### config.mk
export PLATFORM = sky130hd
export DESIGN_NAME = mod30_counter
export DESIGN_NICKNAME = d
export VERILOG_FILES = /design/src/rtl/mod30_counter_pkg.sv /design/src/rtl/mod30_counter_core.sv /design/src/rtl/mod30_counter.sv
export SDC_FILE = /design/constraint.sdc
export NUM_CORES = 1
export LEC_CHECK = 0
export CAP_MARGIN = 40
export CORE_AREA = 2 2 39 41
export DETAILED_ROUTE_END_ITERATION = 12
export DIE_AREA = 0 0 41 43
export HOLD_SLACK_MARGIN = 0.02
export PLACE_DENSITY = 0.41
export REMOVE_ABC_BUFFERS = 1
export SYNTH_ARGS = -nofsm -noshare
export SYNTH_HDL_FRONTEND = slang
export SYNTH_SLANG_ARGS = --single-unit
export TNS_END_PERCENT = 10
### constraint.sdc
create_clock -name clk -period 1.5 [get_ports clk]
set_input_delay 0.45 -clock clk [delete_from_list [all_inputs] [get_ports clk]]
set_output_delay 0.45 -clock clk [all_outputs]
set_load 0.03 [all_outputs]
### src/rtl/mod30_counter_pkg.sv
// mod30_counter_pkg: shared sizing constants for the modulo-30 counter.
package mod30_counter_pkg;
    localparam int MOD30_MODULUS = 30;
    localparam int MOD30_WIDTH   = 5;
endpackage

### src/rtl/mod30_counter_core.sv
// mod30_counter_core: generic modulo-N up-counter with terminal-count decode.
import mod30_counter_pkg::*;

module mod30_counter_core #(
    parameter int MODULUS = MOD30_MODULUS,
    parameter int WIDTH   = MOD30_WIDTH
) (
    input  logic             clk,
    input  logic             rst,
    output logic [WIDTH-1:0] q,
    output logic             tc
);
    localparam logic [WIDTH-1:0] LAST = WIDTH'(MODULUS - 1);
    if (MODULUS < 2 || MODULUS > 2 ** WIDTH) begin : g_bad_params
        $error("mod30_counter_core: MODULUS must be in 2..2**WIDTH");
    end
    // >= rather than == so any illegal value falls back to 0 on the next edge
    always_ff @(posedge clk) begin
        if (rst) q <= '0;
        else q <= (q >= LAST) ? '0 : q + WIDTH'(1);
    end
    assign tc = (q == LAST);
endmodule

### src/rtl/mod30_counter.sv
// mod30_counter: free-running divide-by-30 counter with terminal-count flag.
import mod30_counter_pkg::*;

module mod30_counter (
    input  logic                   clk,
    input  logic                   rst,
    output logic [MOD30_WIDTH-1:0] q,
    output logic                   tc
);
    mod30_counter_core #(
        .MODULUS(MOD30_MODULUS),
        .WIDTH  (MOD30_WIDTH)
    ) u_core (
        .clk(clk),
        .rst(rst),
        .q  (q),
        .tc (tc)
    );
endmodule

---- Yosys cells after proc, flatten, opt, wreduce, memory -nomap -nowiden ----
Cells that the tools add are included.
storage, ports and cells
  register bits after elaboration ......... 5
  bits of input ports ..................... 2
  output and inout port bits .............. 6
operators by class
  add/subtract/negate cells ............... 1
  order comparisons ....................... 1
  equal/unequal tests ..................... 1
  reductions and logical operators ........ 1
operators with widths
  kind                 number
  $add 5x1->5 const B  1
  $eq 5x5->1 const B   1
  $ge 5x5->1 const B   1
  $reduce_or 2->1      1

---- Depth between registers and ports, before layout ----
Gate-level depths: netlist of the first run.
  depth in word-level cells ............... 2
  mapped depth ............................ 5
  mapped depth without buffers ............ 5

---- Worst setup path after synthesis of the first run ----
Ideal clock, no wire load.
  path kind ............................... reg-to-output
  start ................................... register u_core.q[0]
  end ..................................... output tc
  arrival ................................. 1110 ps
  path slack .............................. -60 ps
  cell stages (with the launch flop) ...... 3
  path through ............................ dfxtp_1 -> ha_1 -> and4_1
between the ends
  longest elaborated chain between the ends .. 1
ends and longest elaborated chain
  item                      RTL line                  text
  start: declaration        mod30_counter_core.sv:10  output logic [WIDTH-1:0] q,
  start signal: assignment  mod30_counter_core.sv:20  else q <= (q >= LAST) ? '0 : q + WIDTH'(1);
  $eq 5x5->1                mod30_counter_core.sv:22  assign tc = (q == LAST);
  end: declaration          mod30_counter.sv:8        output logic tc
Every way passes these cells.

---- Worst setup path in the final report of the first run ----
Same ends and word-level chain as after synthesis.

==> results.ini, run 1 <==
[yosys]
syn_inst = 21
seq_area_frac_synth_pct = 47.90
synth_commonest_cells = dfxtp_1 (5), nor2_1 (5), ha_1 (2), nand3_1 (2), xor2_1 (2)
ys.flop_type = dfxtp_1
synthTopCellsByArea = dfxtp_1 (48%), ha_1 (12%), nor2_1 (9.0%)
synth_edf_count = 0
yosysTopAreaCellShare_pct = 47.90
synth-warning-count = 0
async_flop_share_pct = 0
synth_cell_types = 10
netlist_area_um2 = 209.0
syn_area_per_cell_um2 = 9.950
ys_ff_latch = 5
synth_top_area_cell = dfxtp_1

[power_and_ir_drop]
seqPwrFrac_pct = 40.3
peakVddDrop_v = 0.0006497
swShare_pct = 26.04
p_clk_share_pct = 42.8
combPwrFrac_pct = 16.9
power_density_nw_per_um2 = 1025
power.switching_w = 0.00009483
p_total_w = 0.0003642
p_int_w = 0.0002694
power.leakage_nw = 0.1628

[die]
die_area_um2 = 1763
start_util_pct = 15.10
core_um2 = 1384
die_w_um = 41
die_h_um = 43
pin_count = 8
row_count = 14

[clock_network]
cts_buffer_depth = 2
cts_tree = built
cts_buffers = 3
cts_sinks = 5
htreeDepth = 1
clk_latency_ps = 240
clk_pin_slew_worst_paths_ps = 40
root_buffer = clkbuf_4

[grt]
antenna_found_initial = 0
grt_use_total_pct = 6.445
grt_pass1_vias = 175
gr-total-overflow = 0
grt_max_degree = 7
grt_pass1_wl_um = 683

[timing]
max-slew-margin-rel_pct = 80.47
period_share_pct = 99.57
whs_ps = 458.8
grt_setup_unrepaired = yes
fin_skew_ps = 7.194
setup-tns-final_ps = 0
final.min_clock_period_ps = 1493
setup_violations = 0
slew_viol_final = 0
tightest_slew_ps = 294.1
clock.fmax_ghz = 0.6696
final-hold-violation-count = 0

[placed_design]
place_congestion = 0.6318
post-place-cells = 47
port_buffers = 7

[layout]
reg_top3 = u_core.q: 5 flops
area_growth_pct = 70.06
regMostFlops = u_core.q
antennaDiodeCount = 0
fin_util_pct = 25.68
fin_nets = 40
stdcell_count = 51
largest_register_ffs = 5
layout-drive-gt1-share_pct = 42.86

[worst_setup_path]
worst_ep_arrival_time_ps = 1040
critPathMaxFanout = 6
required_ps = 1050
worst_setup_path_end_kind = output port
cp-start-kind = flop
critical_path_class = flop to output port

[min_path]
hp-class = flop to flop

[routing]
vias_per_cell = 4.020
drt_drc_violations_left = 0
routedWlPerCell_um = 8.784
routed-via-count = 205
routed_wl_um = 448
drt-initial-drc-count = 1
ant_nets = 0
dr.pass1.iters = 2

[run_status]
status = complete, no violations

[flow_run]
drv_cap = 0

[per-stage QoR]
step / setup slack [ps] / area, um2
5_1_grt: -46.33 / 355.3
2_1_floorplan: -60.01 / 209.0
4_1_cts: -63.66 / 335.3
3_3_place_gp: 83.25 / 309.0
6_report: 6.520 / 355.3
3_5_place_dp: 73.08 / 309.0
[critical path: stages (launching register included)]
cell and delay (ps):
dfxtp_4 370, ha_4 130, and4_1 180, buf_6 130
[layout by cell type (no fill, tap or decap)]
cell type        n
clkbuf_4         3
and4_1           1
clkdlybuf4s50_1  1
ha_1             1
dfxtp_4          1
nor2_1           5
dlygate4sd2_1    1
dfxtp_2          1
clkbuf_1         1
inv_2            1
ha_4             1
xor2_1           2
or3_1            1
xnor2_1          1
buf_6            1
dfxtp_1          3
nand3_1          2
a41o_1           1
buf_4            7
[cells by family (layout without fill, tap and decap cells)]
kind of cell | Yosys count | after routing | synth area share, %
AO/OA/AOI/OAI | 1 | 1 | 4.791
XOR/XNOR | 3 | 3 | 12.58
adder cells (fa/ha/maj) | 2 | 2 | 11.97
buffers and inverters | 1 | 15 | 1.795
flip-flops | 5 | 5 | 47.91
AND/OR/NAND/NOR | 9 | 9 | 20.96
[timing repair]
action	in CTS	in global routing
pin swaps	0	1
hold buffers	0	0
setup buffers	0	0
setup endpoints to repair	2	1
gates resized for setup	2	6
[layer usage]
layer | vias to the layer above | global-route usage [%] | share of wire, %
met1 | 92 | 6.494 | 47
met3 | 2 | 7.853 | 13
met4 | 0 | 4.000 | 1.3
met5 | - | 0 | 0
met2 | 10 | 7.187 | 38
li1 | 101 | - | -
[power groups by stage]
stage | sequential [W] | clock [W] | combinational (W)
floorplan | 0.000164 | 0 | 0.0000156
global placement | 0.000148 | 0 | 0.0000569
detailed placement | 0.000148 | 0 | 0.0000574
CTS | 0.000146 | 0.000165 | 0.0000578
global route | 0.000148 | 0.000173 | 0.0000672
finish | 0.000147 | 0.000156 | 0.0000614
[layout make-up]
type	count	area [um2]
inverters	1	3.754
clock buffers	4	26.28
flip-flops and latches	5	105.1
repair buffers	10	82.58
fillers	146	1028
well taps	16	20.02
multi-input cells	15	117.6
[final timing paths]
kind / endpoint / depth (start not counted) / from / slack [ps]
worst min register to register: u_core.q[0] / 1 / u_core.q[0] / 460
worst max-delay path: tc / 3 / u_core.q[0] / 7
worst max register to register: u_core.q[1] / 4 / u_core.q[0] / 150
worst min-delay path: u_core.q[0] / 1 / u_core.q[0] / 460
No activity file was read; power rests on OpenSTA's default activity.
==> inputs of run 2 (changes only) <==
--- a/config.mk
+++ b/config.mk
@@ -5,7 +5,6 @@
 export SDC_FILE = /design/constraint.sdc
 export NUM_CORES = 1
 export LEC_CHECK = 0
-export CAP_MARGIN = 40
 export CORE_AREA = 2 2 39 41
 export DETAILED_ROUTE_END_ITERATION = 12
 export DIE_AREA = 0 0 41 43
==> results of run 2 <==
No change in the layout: final DEF, timing and power equal those of run 1.
